===== src/rtl/clk_sched_pkg.sv =====
// Shared definitions for the clock-tick scheduler.
// Holds the per-channel state encoding, the tap and prescale widths,
// and the largest supported channel count.
package clk_sched_pkg;

    localparam int unsigned TAP_W   = 5;
    localparam int unsigned CNT_W   = 16;
    localparam int unsigned NCH_MAX = 8;

    typedef enum logic [1:0] {
        StIdle = 2'd0,
        StRun  = 2'd1,
        StDone = 2'd2
    } chan_state_e;

endpackage


===== src/rtl/clk_sched_chan.sv =====
// One tick channel: timebase edge detector, prescale counter and IDLE/RUN/DONE FSM.
// Ports:
//   clk, rst            clock, asynchronous active-high reset
//   clkdiv              free-running divider count (timebase source)
//   cfg_we              configuration write strobe (only issued when not RUN)
//   cfg_tap/count/mode  configuration payload
//   start, stop         level-sampled control requests (stop wins)
//   tick                registered single-cycle pulse
//   busy, done          channel is in RUN / DONE
module clk_sched_chan
    import clk_sched_pkg::*;
(
    input  logic             clk,
    input  logic             rst,
    input  logic [31:0]      clkdiv,
    input  logic             cfg_we,
    input  logic [TAP_W-1:0] cfg_tap,
    input  logic [CNT_W-1:0] cfg_count,
    input  logic             cfg_mode,
    input  logic             start,
    input  logic             stop,
    output logic             tick,
    output logic             busy,
    output logic             done
);

    chan_state_e      state_q, state_d;
    logic [TAP_W-1:0] tap_q, tap_d;
    logic [CNT_W-1:0] count_q, count_d;
    logic             mode_q, mode_d;
    logic [CNT_W-1:0] cnt_q, cnt_d;
    logic             prev_q, prev_d;
    logic             tick_q, tick_d;

    logic [TAP_W-1:0] tap_sel;
    logic             tb_rise;

    // The previous sample always follows the tap that will be in use next
    // cycle, so a tap change on a config write cannot fake a rising edge.
    assign tap_sel = cfg_we ? cfg_tap : tap_q;
    assign tb_rise = clkdiv[tap_q] & ~prev_q;

    always_comb begin
        state_d = state_q;
        tap_d   = tap_q;
        count_d = count_q;
        mode_d  = mode_q;
        cnt_d   = cnt_q;
        prev_d  = clkdiv[tap_sel];
        tick_d  = 1'b0;

        if (cfg_we) begin
            tap_d   = cfg_tap;
            count_d = cfg_count;
            mode_d  = cfg_mode;
        end

        unique case (state_q)
            StIdle: begin
                if (start && !stop) begin
                    state_d = StRun;
                    cnt_d   = '0;
                end
            end
            StRun: begin
                if (stop) begin
                    state_d = StIdle;
                    cnt_d   = '0;
                end else if (tb_rise) begin
                    if (cnt_q == count_q) begin
                        tick_d = 1'b1;
                        cnt_d  = '0;
                        if (mode_q) begin
                            state_d = StDone;
                        end
                    end else begin
                        cnt_d = cnt_q + 16'd1;
                    end
                end
            end
            StDone: begin
                if (stop) begin
                    state_d = StIdle;
                    cnt_d   = '0;
                end else if (start) begin
                    state_d = StRun;
                    cnt_d   = '0;
                end else if (cfg_we) begin
                    state_d = StIdle;
                end
            end
            default: begin
                state_d = StIdle;
                cnt_d   = '0;
            end
        endcase
    end

    always_ff @(posedge clk or posedge rst) begin
        if (rst) begin
            state_q <= StIdle;
            tap_q   <= '0;
            count_q <= '0;
            mode_q  <= 1'b0;
            cnt_q   <= '0;
            prev_q  <= 1'b0;
            tick_q  <= 1'b0;
        end else begin
            state_q <= state_d;
            tap_q   <= tap_d;
            count_q <= count_d;
            mode_q  <= mode_d;
            cnt_q   <= cnt_d;
            prev_q  <= prev_d;
            tick_q  <= tick_d;
        end
    end

    assign tick = tick_q;
    assign busy = (state_q == StRun);
    assign done = (state_q == StDone);

endmodule


===== src/rtl/clk_sched.sv =====
// Multi-channel tick scheduler top level.
// Decodes configuration writes to NCH independent tick channels and drives
// the cfg_ready handshake.
// Ports:
//   clk, rst                  clock, asynchronous active-high reset
//   clkdiv                    free-running divider count (timebase)
//   cfg_valid/cfg_ready       configuration write handshake
//   cfg_ch                    target channel (out-of-range writes are accepted and dropped)
//   cfg_tap/count/mode        configuration payload
//   start, stop               per-channel control requests
//   tick, busy, done          per-channel status
module clk_sched
    import clk_sched_pkg::*;
#(
    parameter int unsigned NCH = 4
) (
    input  logic             clk,
    input  logic             rst,
    input  logic [31:0]      clkdiv,
    input  logic             cfg_valid,
    output logic             cfg_ready,
    input  logic [2:0]       cfg_ch,
    input  logic [TAP_W-1:0] cfg_tap,
    input  logic [CNT_W-1:0] cfg_count,
    input  logic             cfg_mode,
    input  logic [NCH-1:0]   start,
    input  logic [NCH-1:0]   stop,
    output logic [NCH-1:0]   tick,
    output logic [NCH-1:0]   busy,
    output logic [NCH-1:0]   done
);

    logic [NCH-1:0] cfg_we;

    // A channel index with no matching channel leaves ready high and
    // selects no write strobe, so the write is handshaken and dropped.
    always_comb begin
        cfg_ready = 1'b1;
        cfg_we    = '0;
        for (int i = 0; i < NCH; i++) begin
            if (cfg_ch == 3'(i)) begin
                cfg_ready = ~busy[i];
                cfg_we[i] = cfg_valid & ~busy[i];
            end
        end
    end

    for (genvar g = 0; g < NCH; g++) begin : g_chan
        clk_sched_chan u_chan (
            .clk       (clk),
            .rst       (rst),
            .clkdiv    (clkdiv),
            .cfg_we    (cfg_we[g]),
            .cfg_tap   (cfg_tap),
            .cfg_count (cfg_count),
            .cfg_mode  (cfg_mode),
            .start     (start[g]),
            .stop      (stop[g]),
            .tick      (tick[g]),
            .busy      (busy[g]),
            .done      (done[g])
        );
    end

endmodule


===== config.mk =====
export PLATFORM = sky130hd
export DESIGN_NAME = clk_sched
export DESIGN_NICKNAME = d
export VERILOG_FILES = /design/src/rtl/clk_sched_pkg.sv /design/src/rtl/clk_sched_chan.sv /design/src/rtl/clk_sched.sv
export SDC_FILE = /design/constraint.sdc
export NUM_CORES = 1
export LEC_CHECK = 0
export CAP_MARGIN = 20
export CORE_UTILIZATION = 54
export CTS_CLUSTER_DIAMETER = 200
export DETAILED_ROUTE_END_ITERATION = 7
export PLACE_DENSITY_LB_ADDON = 0.25
export REMOVE_ABC_BUFFERS = 1
export SYNTH_ARGS = -nofsm -noshare
export SYNTH_HDL_FRONTEND = slang
export SYNTH_HIERARCHICAL = 1
export SYNTH_SLANG_ARGS = --single-unit

===== constraint.sdc =====
create_clock -name clk -period 2.85 [get_ports clk]
set_clock_uncertainty 0.15 [all_clocks]
set_input_delay 0.57 -clock clk [delete_from_list [all_inputs] [get_ports clk]]
set_output_delay 0.57 -clock clk [all_outputs]
set_load 0.1 [all_outputs]

# Yosys cells after proc, flatten, opt, wreduce, memory -nomap -nowiden

Index checks and enable logic that the tools add are counted.
W data, S select, Z words.

Register bits after elaboration: 168
Output and inout bits: 13
Logic and storage cells: 224

Add/sub/neg operators: 4
Order comparisons: 8
Equality and inequality tests: 39
Mux-type cells: 108
Bitwise logic cells: 16
Reduce and logical (&&, ||, !) cells: 21

Operators with widths:

| cell                    | count |
|---|---|
| $mux W16                | 24 |
| $pmux W16 S3            | 4 |
| $add A16 B1 Y16 const B | 4 |
| $eq A16 B16 Y1          | 4 |
| $mux W2                 | 32 |
| $lt A5 B6 Y1 const B    | 8 |
| $ne A3 B3 Y1 const B    | 16 |
| $bmux W1 S5             | 8 |
| $mux W1                 | 32 |
| $pmux W2 S3             | 4 |
| $mux W5                 | 4 |
| $reduce_and A5 Y1       | 4 |
| $ne A4 B3 Y1 const B    | 4 |
| $reduce_and A3 Y1       | 4 |
| $and A1 B1 Y1           | 8 |
| $eq A2 B1 Y1 const B    | 4 |
| $eq A2 B2 Y1 const B    | 4 |
| $logic_not A2 Y1        | 4 |
| $ne A2 B1 Y1 const B    | 4 |
| $not A1 Y1              | 8 |
| $eq A3 B2 Y1 const B    | 2 |
| $logic_and A1 B1 Y1     | 4 |
| $logic_not A1 Y1        | 4 |
| $eq A3 B1 Y1 const B    | 1 |
| $logic_not A3 Y1        | 1 |

# Logic depth before layout (Yosys ltp)

Gate-level depths: netlist of the first run.

Depth after elaboration: 8
Depth in mapped cells: 12

# Modules after synthesis

The synthesis of the first run kept the hierarchy.

By module, submodules not included:

| module                                 | times used | cells an instance | area an instance (µm²) | seq. area each (µm²) |
|---|---|---|---|---|
| clk_sched_chan at g_chan[0].u_chan ... | 2          | 258               | 2671.3                 | 1051.0 |
| clk_sched_chan at g_chan[2].u_chan     | 1          | 261               | 2700.1                 | 1051.0 |
| clk_sched_chan at g_chan[3].u_chan     | 1          | 247               | 2631.3                 | 1051.0 |
| clk_sched                              | 1          | 8                 | 67.6                   | 0.0 |

# Worst setup path before layout of the first run

OpenSTA, ideal clock, no wires.

Kind: register -> register
From: register g_chan[3].u_chan.state_q[1]
To: register g_chan[3].u_chan.prev_q
Library setup time: 0.125 ns
Data arrival time: 3.174 ns
Data required time: 2.575 ns
Setup slack: -0.598 ns
Stages on the path, launching flop included: 13
Buffers on the path: 2
Period minus slack after synthesis: 3.448 ns
Cell sequence: dfrtp_1 -> inv_1 -> nand2_1 -> inv_1 -> nor3_1 -> clkbuf_1 -> mux2i_2 -> buf_2 -> mux2i_1 -> a211oi_1 -> a31oi_1 -> mux2i_1 -> mux2_2

Cells in the longest elaborated chain, start to end: 7

RTL lines:

| item                          | RTL line              | source |
|---|---|---|
| from (decl)                   | clk_sched_chan.sv:27  | `chan_state_e state_q, state_d;` |
| from (signal assigned)        | clk_sched_chan.sv:101 | `state_q <= StIdle;` |
| from (signal assigned)        | clk_sched_chan.sv:109 | `state_q <= state_d;` |
| $eq A2 B1 Y1                  | clk_sched_chan.sv:120 | `assign busy = (state_q == StRun);` |
| net busy[3]                   | clk_sched.sv:29       | `output logic [NCH-1:0] busy,` |
| $not A1 Y1                    | clk_sched.sv:43       | `cfg_we[i] = cfg_valid & ~busy[i];` |
| $and A1 B1 Y1                 | clk_sched.sv:43       |  |
| $mux W1                       | clk_sched.sv:41       | `if (cfg_ch == 3'(i)) begin` |
| net cfg_we[3]                 | clk_sched.sv:33       | `logic [NCH-1:0] cfg_we;` |
| $mux W5                       | --                    |  |
| $bmux W1 S5                   | clk_sched_chan.sv:49  | `prev_d = clkdiv[tap_sel];` |
| $mux W1 (not written as such) | clk_sched_chan.sv:49  |  |
| net g_chan[3].u_chan.prev_d   | clk_sched_chan.sv:32  | `logic prev_q, prev_d;` |
| to (signal assigned)          | clk_sched_chan.sv:114 | `prev_q <= prev_d;` |
| to (decl)                     | clk_sched_chan.sv:32  |  |

The timed path passes the listed nets, and every way through them passes these cells. The select of a mux whose other input is x is not followed.
A chain may end at the register's enable or synchronous reset.

# Final worst setup path of the first run

From: input clkdiv[28]
To: register g_chan[1].u_chan.cnt_q[9]

Cells in the longest elaborated chain, start to end: 5

RTL lines:

| item                               | RTL line              | source |
|---|---|---|
| from (decl)                        | clk_sched.sv:19       | `input logic [31:0] clkdiv,` |
| $bmux W1 S5                        | clk_sched_chan.sv:41  | `assign tb_rise = clkdiv[tap_q] & ~prev_q;` |
| $mux W1 (not written as such)      | clk_sched_chan.sv:41  |  |
| $and A1 B1 Y1                      | clk_sched_chan.sv:41  |  |
| $ne A3 B3 Y1 (no source line)      | --                    |  |
| $reduce_and A3 Y1 (no source line) | --                    |  |
| to (signal assigned)               | clk_sched_chan.sv:113 | `cnt_q <= cnt_d;` |
| to (decl)                          | clk_sched_chan.sv:31  | `logic [CNT_W-1:0] cnt_q, cnt_d;` |

Every way passes these cells. The select of a mux whose other input is x is not followed.

==> qor.yml, run 1 <==
clk_path_buf_depth: 2
power.leakage_nw: 6.04
max_freq_ghz: 0.353
synthCells: 1032
cts_tree: "done"
drcViolationCount: 0
ys_types: 59
finalCriticalPeriod_ns: 2.83
yosysSeqAreaShare_pct: 39.1
grt-ovfl-total: 0
start_kind: "primary input"
synth_edf_count: 0
avgRoutedWirePerCell_um: 20.8
setup_tns_ns: 0
routabilityCongestion: 0.918
finalNetCount: 1316
synthArstFlopShare_pct: 100
required_ns: 3.06
die_y_um: 143
dp_cells: 1476
dr.pass1.iters: 5
cap_viol_max_count: 0
ff2ff_setup_slack_ns: 0.06
drt_iter0_drc: 668
ys_ff_latch: 168
vias: 9209
synth_ff_type: "dfrtp_1"
core-area_sq_um: 19500
setup_viol: 0
core.rowCount: 51
slew_viol_final: 0
rsz0062_at_grt: "yes"
start_util_pct: 55.2
placed_cell_area_sq_um: 12800
die_x_um: 143
dieArea_sq_um: 20500
timing.rr.start: "g_chan[2].u_chan/state_q[0]"
dpl.hpwl_mm: 22.3
port_buffers: 80
worstSkewPairLatency_ns: 0.44
io_pins: 81
critPathSlowestCell: "or4_1"
final_area_sq_um: 13700
cts.sinks: 168
cts_root_buffer: "clkbuf_16"
path_clk_slew_ns: 0.07
outcome: "finished clean"
antenna_cells: 0
startpoint: "clkdiv[28]"
path_cells: "clkdlybuf4s50_1, buf_4, mux2i_1, a22oi_1, nand3_1, a41oi_4, o21ai_2, or4_1, a21oi_1"
min_path_type: "register to register"
reg2reg_depth: 12
critPathCaptureType: "register"
worstPathMaxFanout: 9
track_usage_pct: 31.8
max-slew-margin-rel_pct: 50.5
cts_inserted_buffers: 17
ant_nets: 0
endpoint: "g_chan[1].u_chan/cnt_q[9]"
syn-cell-area_sq_um: 10700
timing.rr.end: "g_chan[2].u_chan/prev_q"
antenna_found_initial: 0
vias_per_cell: 6.05
max_stage_delay_ns: 0.54
criticalPathCategory: "primary input to register"
worst_pin_slew_ns: 0.738
grt_pass1_wl_mm: 48.7
fin_hold_ws_ns: 0.379
grt_max_degree: 43
ir_drop_v: 0.000449
powerDensity_nw_per_um2: 626
final_hold_viol_count: 0
drive_gt1_share_pct: 26.8
arrival_ns: 3.04
nFillCells: 1393
cts_hold_buffers: 0
routed_wirelength_mm: 31.7
syn_area_per_cell_sq_um: 10.4
cts-htree-levels: 4
grt_pass1_vias: 9002
layoutNonFillerInstCount: 1522
layout_worst_path_cycle_share_pct: 99.4
syn_to_final_growth_pct: 27.8
yosys_warnings: 6
cells by family after synthesis:
logic type | synth area share [%]
and+or+nand+nor | 14.2
muxes | 23.8
AOI/OAI and AO/OA | 12.1
DFF | 39.1
xor gates and xnor gates | 6.60
buffers and inverters | 3.69
adders and majority gates | 0.466
worst min-delay path by stage:
stage / depth (start not counted) / slack (ns) / end / startpoint
5_1_grt: 1 / 0.40 / g_chan[3].u_chan/count_q[2] / g_chan[3].u_chan/count_q[2]
2_1_floorplan: 1 / 0.33 / g_chan[2].u_chan/mode_q / g_chan[2].u_chan/mode_q
3_5_place_dp: 1 / 0.35 / g_chan[2].u_chan/mode_q / g_chan[2].u_chan/mode_q
6_report: 1 / 0.38 / g_chan[2].u_chan/mode_q / g_chan[2].u_chan/mode_q
4_1_cts: 1 / 0.37 / g_chan[2].u_chan/mode_q / g_chan[2].u_chan/mode_q
3_3_place_gp: 1 / 0.35 / g_chan[2].u_chan/mode_q / g_chan[2].u_chan/mode_q
sequential cells by signal, indices dropped and copies added (netlist names):
| signal | flops |
|---|---|
| g_chan.u_chan/state_q | 8 |
| g_chan.u_chan/count_q | 64 |
| g_chan.u_chan/tap_q | 20 |
| g_chan.u_chan/cnt_q | 64 |
| g_chan.u_chan/prev_q | 4 |
| g_chan.u_chan/tick | 4 |
| g_chan.u_chan/mode_q | 4 |
power by group:
part | total (W) | internal (W) | switching, W
clock network | 0.00238 | 0.00134 | 0.00104
logic | 0.00311 | 0.00164 | 0.00147
registers | 0.00311 | 0.00275 | 0.000359
total | 0.00859 | 0.00573 | 0.00287
layout make-up:
cell class | count | area, sq um | area share [%]
multi-input combinational | 790 | 6300 | 45.8
sequential | 168 | 4210 | 30.6
timing repair buffer | 234 | 2170 | 15.8
clock buffer | 18 | 439 | 3.20
tap | 265 | 332 | 2.41
clock inverter | 14 | 164 | 1.19
inverter | 33 | 124 | 0.902
per-stage QoR:
| stage | total power [W] | setup slack (ns) | utilization, % |
|---|---|---|---|
| 2_1_floorplan | 0.00488 | -3.11 | - |
| 3_3_place_gp | 0.00591 | -0.456 | 65.7 |
| 3_5_place_dp | 0.00598 | -0.548 | 65.7 |
| 4_1_cts | 0.00838 | 0.00277 | 69.0 |
| 5_1_grt | 0.00898 | -0.112 | 70.6 |
| 6_report | 0.00859 | 0.0169 | 70.6 |
layout by cell type (no fill, tap or decap), drive strengths merged, types with 20 or more instances in the layout:
master,n
nand4,23
xnor2,35
xor2,46
clkbuf,20
dfrtp,168
mux2i,137
inv,36
a21oi,47
mux2,75
nand2,64
nor2,54
nand3,40
nor2b,20
clkdlybuf4s50,57
o21ai,29
buf,164
synth_stat cells, types with 3 or more instances:
library cell    n  area [sq um]
mux2i_1       133          1330
nand2_1        64           240
nor4_1         14          87.6
a211oi_1       18           135
or4_1          14           105
nand4_1        23           144
nand2b_1       12          75.1
dfrtp_1       168          4200
buf_6          11           124
o21ai_0        26           130
o31a_1          5          43.8
o21ai_2         3          26.3
nor3_1         13          65.1
inv_1          33           124
a31oi_1        11          68.8
xor2_1         46           403
o31ai_1        16           120
a21o_1          4          30.0
or3_1          19           119
mux4_2         14           315
mux2_2         75           845
clkbuf_1       14          52.6
o22a_1          4          35.0
a22oi_1        12          90.1
buf_1           9          33.8
o21a_1          4          30.0
a21oi_1        47           235
nor2_1         54           203
a41oi_4         3          82.6
xnor2_1        35           307
o2111ai_1       5          43.8
nand3_1        40           200
nor2b_1        20           125
ha_1            4          50.1
or2_2           4          25.0
and2_1          6          37.5
buf_2           4          20.0
o211ai_1       10          75.1
mux2i_2         3          41.3
and3_1          3          18.8
a311oi_1        6          52.6
timing repair:
action,4_1_cts,5_1_grt
setup endpoints to repair,11,39
pin swaps,1,19
gates cloned,0,3
gates resized for setup,7,35
buffers inserted,0,12
critical path: cells and delay by family:
family / cells / cell delay, ns
AO/OA/AOI/OAI: 4 / 0.98
buffers and inverters: 2 / 0.67
multiplexers: 1 / 0.10
AND/OR/NAND/NOR: 2 / 0.70
per-layer routing:
metal	track usage (%)	vias up	routed length [um]
met2	50.9	326	15000
li1	-	4269	-
met3	5.63	76	1720
met4	13.2	0	1180
met5	0	-	0
met1	42.5	4538	13700
(Power assumes the default switching activity.)
==> inputs of run 2 (changes only) <==
--- a/config.mk
+++ b/config.mk
@@ -6,7 +6,7 @@
 export NUM_CORES = 1
 export LEC_CHECK = 0
 export CAP_MARGIN = 20
-export CORE_UTILIZATION = 54
+export CORE_UTILIZATION = 59
 export CTS_CLUSTER_DIAMETER = 200
 export DETAILED_ROUTE_END_ITERATION = 7
 export PLACE_DENSITY_LB_ADDON = 0.25
==> constraint.sdc (replaced) <==
create_clock -name clk -period 3.65 [get_ports clk]
set_clock_uncertainty 0.15 [all_clocks]
set_input_delay 0.73 -clock clk [delete_from_list [all_inputs] [get_ports clk]]
set_output_delay 0.73 -clock clk [all_outputs]
set_load 0.1 [all_outputs]
==> qor.yml, run 2 (same netlist as run 1, synthesis figures left out) <==
layout_common_cells: "dfrtp_1, mux2i_1, buf_4, mux2_2, clkdlybuf4s50_1"  # was dfrtp_1, buf_4, mux2i_1, mux2_2, nand2_1
final_area_sq_um: 12900  # was 13700 sq um
setup_viol: 0  # unchanged
clockPowerShare_pct: 30.4  # was 27.7%
vias_per_cell: 6.38  # was 6.05
powerDensity_nw_per_um2: 505  # was 626 nW/um^2
p_sw_w: 0.00209  # was 0.00287 W
ir_drop_v: 0.000364  # was 0.000449 V
cts.sinks: 168  # unchanged
intPower_w: 0.00441  # was 0.00573 W
cts-htree-levels: 4  # unchanged
core.rowCount: 48  # was 51
max_freq_ghz: 0.305
layout_worst_path_cycle_share_pct: 90.0
cts_tree: "done"  # unchanged
cts_hold_buffers: 0  # unchanged
dr.pass1.iters: 5  # unchanged
routed_wirelength_mm: 29.9  # was 31.7 mm
path_clk_slew_ns: 0.06  # was 0.07 ns
arrival_ns: 3.45  # was 3.04 ns
avgRoutedWirePerCell_um: 21.2  # was 20.8 um
port_buffers: 80  # unchanged
dpl.hpwl_mm: 21.3  # was 22.3 mm
outcome: "finished clean"  # unchanged
largest_registers: "g_chan.u_chan/cnt_q: 64 flops, g_chan.u_chan/count_q: 64 flops, g_chan.u_chan/tap_q: 20 flops"  # unchanged
dieArea_sq_um: 18700  # was 20500 sq um
drt_iter0_drc: 686  # was 668
required_ns: 3.82  # was 3.06 ns
finalNetCount: 1245  # was 1316
max-slew-margin-rel_pct: 35.2  # was 50.5%
cts_root_buffer: "clkbuf_16"  # unchanged
fin_hold_ws_ns: 0.370  # was 0.379 ns
setup_tns_ns: 0  # unchanged
die_x_um: 137  # was 143 um
nFillCells: 1288  # was 1393
grt-ovfl-total: 0  # unchanged
rsz0062_at_grt: "no"  # was yes
pwr-share-comb_pct: 31.5  # was 36.2%
io_pins: 81  # unchanged
worst_pin_slew_ns: 0.970  # was 0.738 ns
cts_inserted_buffers: 17  # unchanged
grt_pass1_wl_mm: 47.1  # was 48.7 mm
worstSkewPairLatency_ns: 0.43  # was 0.44 ns
seq_power_share_pct: 38.1  # was 36.2%
routabilityCongestion: 0.911  # was 0.918
ant_nets: 0  # unchanged
syn_to_final_growth_pct: 19.8  # was 27.8%
clk_path_buf_depth: 2  # unchanged
grt_pass1_vias: 8820  # was 9002
vias: 9002  # was 9209
criticalPathCategory: "primary input to register"  # unchanged
start_kind: "primary input"  # unchanged
track_usage_pct: 33.5  # was 31.8%
ctsResizeCount: 0  # was 7
worstPathMaxFanout: 19  # was 9
final_common_cell: "dfrtp_1"  # unchanged
cap_viol_max_count: 0  # unchanged
antenna_found_initial: 1  # was 0
drive_gt1_share_pct: 20.0  # was 26.8%
die_y_um: 137  # was 143 um
final_hold_viol_count: 0  # unchanged
start_util_pct: 61.3  # was 55.2%
power.leakage_nw: 5.52  # was 6.04 nW
placed_cell_area_sq_um: 12200  # was 12800 sq um
cts_setup_buffers: 0  # unchanged
drcViolationCount: 0  # unchanged
netSwitchingFraction_pct: 32.2  # was 33.4%
min_path_type: "register to register"  # unchanged
slew_viol_final: 0  # unchanged
finalCriticalPeriod_ns: 3.28
critPathCaptureType: "register"  # unchanged
core-area_sq_um: 17500  # was 19500 sq um
grt_max_degree: 43  # unchanged
-- run 2: changes by cell type in the layout (fill, tap and decap cells not counted), moves of 6 or more --
cell,delta
a21oi_1,+6
buf_4,-60
buf_12,-11
clkdlybuf4s50_1,+14
dlymetal6s2s_1,-8
a21oi_2,-6
-- run 2: cell type report --
class / instances / area [sq um] / share of cell area, %
clock buffers: 21 / 480 / 3.73
flip-flops and latches: 168 / 4200 / 32.7
multi-input cells: 790 / 6160 / 47.9
clock inverters: 10 / 165 / 1.28
diodes: 1 / 2.50 / 0.0194
well taps: 225 / 282 / 2.19
repair buffers: 163 / 1450 / 11.3
inverters: 33 / 124 / 0.962
-- run 2: power groups by stage --
stage          Clock, W  Sequential, W  Combinational, W
2_1_floorplan         0        0.00243           0.00138
3_3_place_gp          0        0.00248           0.00196
3_5_place_dp          0        0.00250           0.00202
4_1_cts         0.00200        0.00247           0.00203
5_1_grt         0.00207        0.00252           0.00221
6_report        0.00198        0.00247           0.00205
-- run 2: critical path: stages --
cell and delay [ns]:
clkdlybuf4s50_1 0.65, nand2_1 0.15, nor3_2 0.49, mux2i_2 0.33, buf_12 0.21, nor2b_1 0.06
a211oi_1 0.21, a211oi_1 0.08, a31oi_1 0.17, mux2i_1 0.10, mux2_2 0.26
-- run 2: metal layers --
| metal | GRT usage, % | vias up | part of all wire (%) |
|---|---|---|---|
| met4 | 14.0 | 0 | 3.1 |
| met2 | 52.9 | 346 | 47 |
| met3 | 7.59 | 79 | 7.4 |
| met5 | 0 | - | 0 |
| met1 | 44.3 | 4454 | 42 |
| li1 | - | 4123 | - |
-- run 2: path summary, 6_finish.rpt --
check | startpoint | end | slack [ns] | depth (start not counted)
min reg2reg | g_chan[2].u_chan/mode_q | g_chan[2].u_chan/mode_q | 0.37 | 1
max in group asynchronous | rst | g_chan[2].u_chan/cnt_q[6] | 1.78 | 3
max | cfg_ch[0] | g_chan[3].u_chan/prev_q | 0.37 | 11
min | g_chan[2].u_chan/mode_q | g_chan[2].u_chan/mode_q | 0.37 | 1
max reg2reg | g_chan[3].u_chan/tap_q[0] | g_chan[3].u_chan/cnt_q[13] | 0.54 | 8
min in group asynchronous | rst | g_chan[1].u_chan/tap_q[3] | 0.54 | 2
-- run 2: per-stage QoR --
step                setup WS (ns)  power, W  utilization [%]  std cells
floorplan                   -2.31   0.00381                -        991
global placement           0.0877   0.00445             69.7       1379
detailed placement         0.0370   0.00452             69.7       1379
CTS                         0.421   0.00651             73.4       1410
global route                0.303   0.00679             73.4       1410
finish                      0.366   0.00650             73.4       1411
